`src/rtl/axis_c_requant.sv`:
```
// Streaming requantizer: signed C element x per-frame scale, rounding shift, saturate to QW bits.
// Optional build macro REQUANT_RELU_EN clamps negative results to zero before saturation.
module axis_c_requant #(
  parameter int M  = 25,
  parameter int L  = 17,
  parameter int IW = 16,
  parameter int QW = 8,
  parameter int SW = 16
) (
  input  logic          clk,
  input  logic          rst_n,
  input  logic [SW-1:0] cfg_scale,
  input  logic [4:0]    cfg_shift,
  input  logic [IW-1:0] s_axis_c_tdata,
  input  logic          s_axis_c_tvalid,
  output logic          s_axis_c_tready,
  input  logic          s_axis_c_tlast,
  output logic [QW-1:0] m_axis_q_tdata,
  output logic          m_axis_q_tvalid,
  input  logic          m_axis_q_tready,
  output logic          m_axis_q_tlast,
  output logic          err_tlast,
  output logic [15:0]   sat_cnt
);

  localparam int PW    = IW + SW + 1;
  localparam int EW    = PW + 1;
  localparam int CW    = $clog2(L);
  localparam int RBW   = $clog2(M);
  localparam int QMAXI = (1 << (QW - 1)) - 1;
  localparam int QMINI = -(1 << (QW - 1));

  logic [CW-1:0]  col;
  logic [RBW-1:0] row;
  logic [SW-1:0]  scale_q;
  logic [4:0]     shift_q;

  logic                 v1, v2;
  logic signed [PW-1:0] p1;
  logic [4:0]           sh1;
  logic                 last1;

  logic ld2, adv1, acc, first, at_end;
  logic [SW-1:0]        eff_scale;
  logic [4:0]           eff_shift;
  logic signed [PW-1:0] a_ext, b_ext, p_next;
  logic signed [EW-1:0] p_ext, rnd, r;
  logic [QW-1:0]        q_next;
  logic                 clip;

  assign ld2    = !v2 || m_axis_q_tready;
  assign adv1   = v1 && ld2;
  // Gated by rst_n so the input looks not-ready for exactly the reset cycles.
  assign s_axis_c_tready = rst_n && (!v1 || adv1);
  assign acc    = s_axis_c_tvalid && s_axis_c_tready;

  assign first  = (row == '0) && (col == '0);
  assign at_end = (row == RBW'(M - 1)) && (col == CW'(L - 1));

  // The first beat of a frame must already use the config being latched with it.
  assign eff_scale = first ? cfg_scale : scale_q;
  assign eff_shift = first ? cfg_shift : shift_q;

  assign a_ext  = PW'($signed(s_axis_c_tdata));
  assign b_ext  = PW'($signed({1'b0, eff_scale}));
  assign p_next = a_ext * b_ext;

  always_comb begin
    p_ext  = EW'(p1);
    rnd    = EW'(1) <<< (sh1 - 5'd1);
    r      = (sh1 == 5'd0) ? p_ext : ((p_ext + rnd) >>> sh1);
    q_next = r[QW-1:0];
    clip   = 1'b0;
`ifdef REQUANT_RELU_EN
    if (r[EW-1]) begin
      q_next = '0;
    end else if (r > EW'(QMAXI)) begin
      q_next = QW'(QMAXI);
      clip   = 1'b1;
    end
`else
    if (r > EW'(QMAXI)) begin
      q_next = QW'(QMAXI);
      clip   = 1'b1;
    end else if (r < EW'(QMINI)) begin
      q_next = QW'(QMINI);
      clip   = 1'b1;
    end
`endif
  end

  always_ff @(posedge clk) begin
    if (!rst_n) begin
      col             <= '0;
      row             <= '0;
      scale_q         <= '0;
      shift_q         <= '0;
      v1              <= 1'b0;
      p1              <= '0;
      sh1             <= '0;
      last1           <= 1'b0;
      v2              <= 1'b0;
      m_axis_q_tdata  <= '0;
      m_axis_q_tlast  <= 1'b0;
      err_tlast       <= 1'b0;
      sat_cnt         <= '0;
    end else begin
      if (acc) begin
        if (col == CW'(L - 1)) begin
          col <= '0;
          row <= (row == RBW'(M - 1)) ? '0 : row + 1'b1;
        end else begin
          col <= col + 1'b1;
        end
        if (first) begin
          scale_q <= cfg_scale;
          shift_q <= cfg_shift;
        end
        if (s_axis_c_tlast != at_end)
          err_tlast <= 1'b1;
      end

      if (s_axis_c_tready) begin
        v1 <= s_axis_c_tvalid;
        if (acc) begin
          p1    <= p_next;
          sh1   <= eff_shift;
          last1 <= at_end;
        end
      end

      if (ld2) begin
        v2 <= v1;
        if (v1) begin
          m_axis_q_tdata <= q_next;
          m_axis_q_tlast <= last1;
          if (clip && sat_cnt != 16'hFFFF)
            sat_cnt <= sat_cnt + 16'd1;
        end
      end
    end
  end

  assign m_axis_q_tvalid = v2;

endmodule
```
`config.mk`:
```
export PLATFORM = sky130hd
export DESIGN_NAME = axis_c_requant
export DESIGN_NICKNAME = d
export VERILOG_FILES = /design/src/rtl/axis_c_requant.sv
export SDC_FILE = /design/constraint.sdc
export NUM_CORES = 1
export LEC_CHECK = 0
export ABC_CLOCK_PERIOD_IN_PS = 20000
export CAP_MARGIN = 20
export CELL_PAD_IN_SITES_DETAIL_PLACEMENT = 0
export CELL_PAD_IN_SITES_GLOBAL_PLACEMENT = 1
export CORE_UTILIZATION = 45
export CTS_CLUSTER_DIAMETER = 40
export DETAILED_ROUTE_END_ITERATION = 8
export PLACE_DENSITY_LB_ADDON = 0.1
export SYNTH_ARGS = -nofsm -noshare
export SYNTH_HDL_FRONTEND = slang
export SYNTH_SLANG_ARGS = --single-unit
```
`constraint.sdc`:
```
create_clock -name clk -period 20 [get_ports clk]
set_input_delay 4 -clock clk [delete_from_list [all_inputs] [get_ports clk]]
set_output_delay 4 -clock clk [all_outputs]
set_load 0.01 [all_outputs]
```
==> key figures, run 1 <==
Yosys
  • Ys flop type: dfxtp_1
  • Syn Nets: 2,702
  • Distinct cells, synth: 83
  • YS warnings: 0
  • Post-synth ARST share: 0
  • Post-Synthesis Cell Area: 18,000 sq um
  • Cell accounting for the most synthesized area: fa_1
  • Yosys reg bits: slightly above 90
  • Avg Cell Area, Syn: 7.80 sq um
  • Sequential fraction of the synthesis area: 0.103
  • Cells after Synth: 2,306
  • Post-synth EDFFs: 0
  • Top post-synthesis cells by area: fa_1 (22%), ha_1 (11%), dfxtp_1 (10%), nand2_1 (7.4%), inv_1 (5.4%)
  • Synth top area share: 0.217

Layout
  • Share of cells above drive strength 1: 0.0504
  • Filler cells: about 3,900
  • Finished Cell Area: 19,300 sq um
  • Antenna fix cells: 0
  • Layout area overhead: 7.15%
  • Seq. cell area: about 1900 sq um
  • Nets@finish: 2,674
  • Multi-input logic area: around 15,000 sq um

Drt
  • Routed Antenna Nets: 0
  • Wirelength, routed: 58.5 mm
  • Drt pass-1 iters: 6
  • DRC viols: 0
  • Initial DRC Count: roughly 1,200
  • Avg WL per Cell: between 20 and 25 um
  • Vias: 16,544
  • Post-DR vias/cell: roughly 6

GRT
  • Initial antenna violation count: 0
  • First-pass GRT wire length: 92.9 mm
  • Grt ovf: 0
  • Largest net degree at the start of global routing: 102
  • Vias in the first global route: 16,383
  • GRT Resource Usage Total: 0.291

Power
  • Clock share of power: 0.056
  • Pint: 1.45 mW
  • Leakage: approximately 8.7 nW
  • Pwr/cell area: 163 nW/um^2
  • Sequential group share of total power: 0.083
  • Switching share of power: 0.537
  • Comb pwr share: 0.861
  • Worst VDD drop: 0.218 mV
  • Net switching power: 1.68 mW

Setup path
  • Slowest cell on the critical path: fa_1
  • CP Data Arrival Time: between 10 and 15 ns
  • Max incr delay on CP: approximately 0.56 ns
  • Setup crit start: cfg_scale[1]
  • CP max FO: 16
  • CP Capture Type: flop
  • Top cell by count, worst path: fa_1
  • Worst Setup Start Kind: input pin
  • Worst r2r src: col[0]$_SDFFE_PN0P_
  • Worst Path Required: 20.22 ns
  • Critical path class: in -> reg

STA
  • Clk_skew: 0.0177 ns
  • Slew headroom: 0.347
  • Final Max Tran Viols: 0
  • FMAX: 88.7 MHz
  • Clock period minus worst slack: ~11 ns
  • Final period util: 0.564
  • Final setup violation count: 0
  • RSZ-0062 raised after global routing: no
  • Hold Vio Cnt, Final: 0
  • Setup TNS: 0 ns
  • Worst slew pin tran: 0.980 ns

CTS
  • CTS tree: built
  • Clock latency at the later pin of the worst-skew pair: between 0.3 and 0.4 ns
  • CTS H-tree depth: 3
  • Hold-fix buffers, CTS: 0
  • Root Buffer: clkbuf_16
  • Post-CTS setup buffer count: 0
  • Max clock buf depth: 2
  • Post_cts resized: 0
  • Clk pin slew, worst setup/hold paths: 0.07 ns
  • CTS Buf Count: 9
  • Clk sinks: 93

Min path
  • Hold Crit Class: reg -> reg
  • Hold_sp: m_axis_q_tdata[6]$_SDFFE_PN0P_

Floorplanning
  • Chip height: 202 um
  • Initial Utilization: 0.461
  • Die Wd: 202 um
  • Top Ports: 70
  • Core ar.: 39,000 sq um
  • Die footprint: 40,800 sq um
  • FP Rows: 72

Place
  • Post-DP HPWL: 46.9 mm
  • Final Wtd Congestion: 1.01
  • Placement Cell Area: 19,000 sq um
  • # port buffers: 69

Flow run
  • Max_cap viols: 0

Run status
  • Status: complete, no violations
cells by family (layout without fill, tap and decap cells):
kind of cell,count (synthesis),count (layout),synth area share
fa+ha+maj,354,354,0.328
xor+xnor,52,52,0.0253
buf+inv,387,364,0.0814
compound gates,480,480,0.185
mux,70,70,0.0465
simple gates,870,870,0.230
flops,93,93,0.103
registers in the layout (all words and copies together) (netlist names), 5 cells and up, named ones only:
register,cells
m_axis_q_tdata,8
row,5
p1,33
sat_cnt,16
scale_q,16
col,5
per-stage QoR:
stage	setup WS (ns)	std cells	utilization	hold slack [ns]	total power, mW
after detailed placement	8.24	2785	0.487	0.445	2.96
final	8.73	2801	0.494	0.451	3.13
after CTS	8.63	2801	0.494	0.455	3.16
after global placement	8.36	2785	0.487	0.443	2.92
after global routing	8.07	2801	0.494	0.474	3.56
after floorplan	9.48	2306	-	0.440	2.34
area by class of cell:
class / instances / share of cell area
Inverter: 260 / 0.0506
Timing Repair Buffer: 88 / 0.0430
Sequential cell: 93 / 0.0967
Clock inverter: 7 / 0.00338
Multi-Input combinational cell: 1826 / 0.761
Clock buffer: 9 / 0.0117
Tap cell: 518 / 0.0336
cells in the final DEF, fill, tap and decap left out, drive strengths merged, types with 22 or more instances in the layout:
cell / n
nand2: 355
inv: 263
fa: 195
ha: 159
nor2: 138
o21ai: 105
dfxtp: 93
and2: 92
a21oi: 91
nand3: 76
clkdlybuf4s50: 68
nor3: 37
mux2i: 34
o211ai: 33
nor2b: 32
mux2: 28
xnor2: 28
a211oi: 28
a21boi: 27
nand4: 26
a21o: 24
xor2: 24
nand2b: 23
and3: 22
layer usage:
metal,vias to the layer above,part of all wire,GRT usage
li1,7826,-,-
met1,8109,0.44,0.378
met2,488,0.47,0.488
met3,121,0.047,0.0329
met4,0,0.042,0.125
met5,-,0,0
worst max-delay path: cells and delay by family:
| family | cells | cell delay (ns) |
|---|---|---|
| compound gates | 12 | 3.18 |
| buf+inv | 4 | 0.62 |
| mux | 1 | 0.41 |
| simple gates | 1 | 0.14 |
| xor+xnor | 1 | 0.13 |
| fa+ha+maj | 7 | 3.02 |
path summary, 6_finish.rpt:
kind	end	slack (ns)	cells past startpoint
worst max-delay path	p1[32]$_SDFFE_PN0P_	8.73	26
worst min-delay path	m_axis_q_tdata[6]$_SDFFE_PN0P_	0.45	2
worst max register to register	p1[32]$_SDFFE_PN0P_	10.86	30
worst min register to register	m_axis_q_tdata[6]$_SDFFE_PN0P_	0.45	2
synth_stat cells (7+ instances only):
| cell | count |
|---|---|
| buf_2 | 10 |
| clkbuf_1 | 105 |
| nand3_1 | 76 |
| xor2_1 | 24 |
| dfxtp_1 | 93 |
| nor2_1 | 138 |
| a21oi_1 | 90 |
| nor2b_1 | 32 |
| nor4_1 | 12 |
| a211oi_1 | 23 |
| nand4_1 | 26 |
| or3_1 | 16 |
| o21bai_1 | 7 |
| a21o_1 | 24 |
| nand2_1 | 355 |
| mux2i_1 | 34 |
| and4_1 | 7 |
| and3_1 | 22 |
| inv_1 | 258 |
| o31ai_1 | 13 |
| a211o_1 | 12 |
| o21ai_0 | 94 |
| nand2b_1 | 23 |
| o211ai_1 | 33 |
| or2_2 | 15 |
| a21boi_0 | 25 |
| xnor2_1 | 28 |
| o221ai_1 | 8 |
| mux4_2 | 8 |
| nor3_1 | 34 |
| ha_1 | 159 |
| fa_1 | 195 |
| mux2_2 | 28 |
| o2111ai_1 | 7 |
| o21a_1 | 17 |
| o211a_1 | 8 |
| and2_1 | 92 |
| buf_1 | 12 |
| a2111oi_0 | 7 |
| a31oi_1 | 20 |
| o21ai_1 | 9 |
power groups by stage:
| stage | Combinational [mW] | Sequential, mW | Clock [mW] |
|---|---|---|---|
| final | 2.70 | 0.260 | 0.177 |
| after global routing | 3.11 | 0.263 | 0.190 |
| after CTS | 2.71 | 0.258 | 0.183 |
| after detailed placement | 2.69 | 0.263 | 0 |
| after global placement | 2.66 | 0.263 | 0 |
| after floorplan | 2.10 | 0.240 | 0 |
(Power assumes the default switching activity.)
==> run 2, diff against run 1 <==
Settings changed: ABC_CLOCK_PERIOD_IN_PS 20000 to 10600.
Clock period 20 ns to 10.6 ns, I/O delays scaled along.
==> key figures, run 2 (synthesized netlist as in run 1, its figures left out) <==
Layout
  • Biggest register: p1
  • Nets@finish: around 2,700
  • Layout area overhead: 7.30%
  • Most frequent cells in the layout: nand2_1 (354), inv_1 (258), fa_1 (195)
  • Share of cells above drive strength 1: 0.0516
  • Max FFs per register: 33
  • Non-Filler Instances: 2,805
  • Leading cell type in the layout, fill and taps excluded: nand2_1
  • Biggest registers after layout: p1 (33), sat_cnt (16), scale_q (16)
  • Antenna fix cells: 0

STA
  • Hold Vio Cnt, Final: 0
  • Setup TNS: 0 ns
  • Slew headroom: 0.290
  • Worst slew pin tran: 1.06 ns
  • Final setup violation count: 0
  • Clk_skew: between 0.01 and 0.015 ns
  • Clock period minus worst slack: 9.35 ns
  • RSZ-0062 raised after global routing: no
  • Final Max Tran Viols: 0
  • Final period util: 0.882
  • FMAX: approximately 110 MHz

Drt
  • Routed Antenna Nets: 0
  • Drt pass-1 iters: 6
  • Avg WL per Cell: 20.8 um
  • Post-DR vias/cell: 5.93
  • DRC viols: 0
  • Wirelength, routed: 58.4 mm
  • Initial DRC Count: 1,224
  • Vias: around 17,000

CTS
  • Root Buffer: clkbuf_16
  • Clk pin slew, worst setup/hold paths: 0.07 ns
  • Post_cts resized: 0
  • CTS Buf Count: 9
  • Clock latency at the later pin of the worst-skew pair: 0.37 ns
  • Hold-fix buffers, CTS: 0
  • Clk sinks: 93
  • CTS tree: built
  • Max clock buf depth: 2
  • CTS H-tree depth: 3
  • Post-CTS setup buffer count: 0

GRT
  • Vias in the first global route: 16,350
  • First-pass GRT wire length: between 90 and 100 mm
  • Largest net degree at the start of global routing: a little over 100
  • GRT Resource Usage Total: 0.289
  • Initial antenna violation count: 1
  • Grt ovf: 0

Setup path
  • CP bufs+invs: 4
  • Max incr delay on CP: about 0.56 ns
  • Worst Path Required: 10.81 ns
  • Cell family with most CP delay: compound AO/OA/AOI/OAI gates
  • CP max FO: 16
  • Slowest cell on the critical path: fa_1
  • CP Capture Type: flop
  • CP Data Arrival Time: ~9.6 ns
  • Critical path class: in -> reg
  • Worst Setup Start Kind: input pin
  • Top cell by count, worst path: fa_1

Place
  • Post-DP HPWL: 47.0 mm
  • # port buffers: 69
  • Final Wtd Congestion: 0.963
  • Inst Count DP: between 2,000 and 3,000

Floorplanning
  • Core ar.: 39,000 sq um
  • Initial Utilization: 0.461
  • Die footprint: ~41,000 sq um
  • Die Wd: slightly above 200 um
  • FP Rows: 72
  • Top Ports: 70
  • Chip height: a little over 200 um

Run status
  • Status: complete, no violations

Power
  • Pwr/cell area: 304 nW/um^2
  • Worst VDD drop: 0.344 mV
  • Leakage: 8.73 nW

Flow run
  • Max_cap viols: 0

Min path
  • Hold Crit Class: reg -> reg
run 2: area by class of cell:
cell class	count	area, sq um
fill	3928	19700
multi-input combinational	1826	14700
sequential	93	1860
inverter	260	976
timing repair buffer	92	855
tap	518	648
clock buffer	9	225
clock inverter	7	65.1
run 2: worst reg2reg max path: cells and delay by family, from the launching register on:
family	cells	cell delay, ns
and+or+nand+nor	4	1.36
buffers and inverters	4	0.23
DFF	1	0.34
muxes	1	0.63
adders and majority gates	8	3.55
AOI/OAI and AO/OA	12	2.68
xor gates and xnor gates	1	0.13
run 2: per-layer routing:
metal  wire, um  global-route usage  vias to the layer above
met1      24800               0.377                     8175
met2      28200               0.488                      520
met5          0                   0                        -
met3       3150              0.0342                      112
met4       2250               0.114                        0
li1           -                   -                     7824
run 2: power breakdown:
group          switching [mW]  internal (mW)  leakage (nW)
combinational            2.89           2.16          7.83
clock                   0.163          0.165         0.139
sequential             0.0789          0.415         0.762
run 2: final timing paths:
path,cells past startpoint,slack [ns],from,endpoint
worst max register to register,30,1.51,col[0]$_SDFFE_PN0P_,p1[32]$_SDFFE_PN0P_
worst min-delay path,2,0.46,m_axis_q_tdata[6]$_SDFFE_PN0P_,m_axis_q_tdata[6]$_SDFFE_PN0P_
worst min register to register,2,0.46,m_axis_q_tdata[6]$_SDFFE_PN0P_,m_axis_q_tdata[6]$_SDFFE_PN0P_
worst max-delay path,26,1.25,cfg_scale[2],p1[32]$_SDFFE_PN0P_
run 2: stage by stage:
| stage | hold slack [ns] | utilization | cell area [sq um] | total power, mW | setup WS [ns] |
|---|---|---|---|---|---|
| final | 0.458 | 0.495 | 19300 | 5.87 | 1.25 |
| after global routing | 0.489 | 0.495 | 19300 | 6.65 | 0.719 |
| after CTS | 0.461 | 0.495 | 19300 | 5.94 | 1.12 |
| after detailed placement | 0.450 | 0.487 | 19000 | 5.56 | 0.742 |
| after global placement | 0.444 | 0.487 | 19000 | 5.53 | 0.879 |
| after floorplan | 0.440 | - | 18000 | 4.42 | 1.96 |
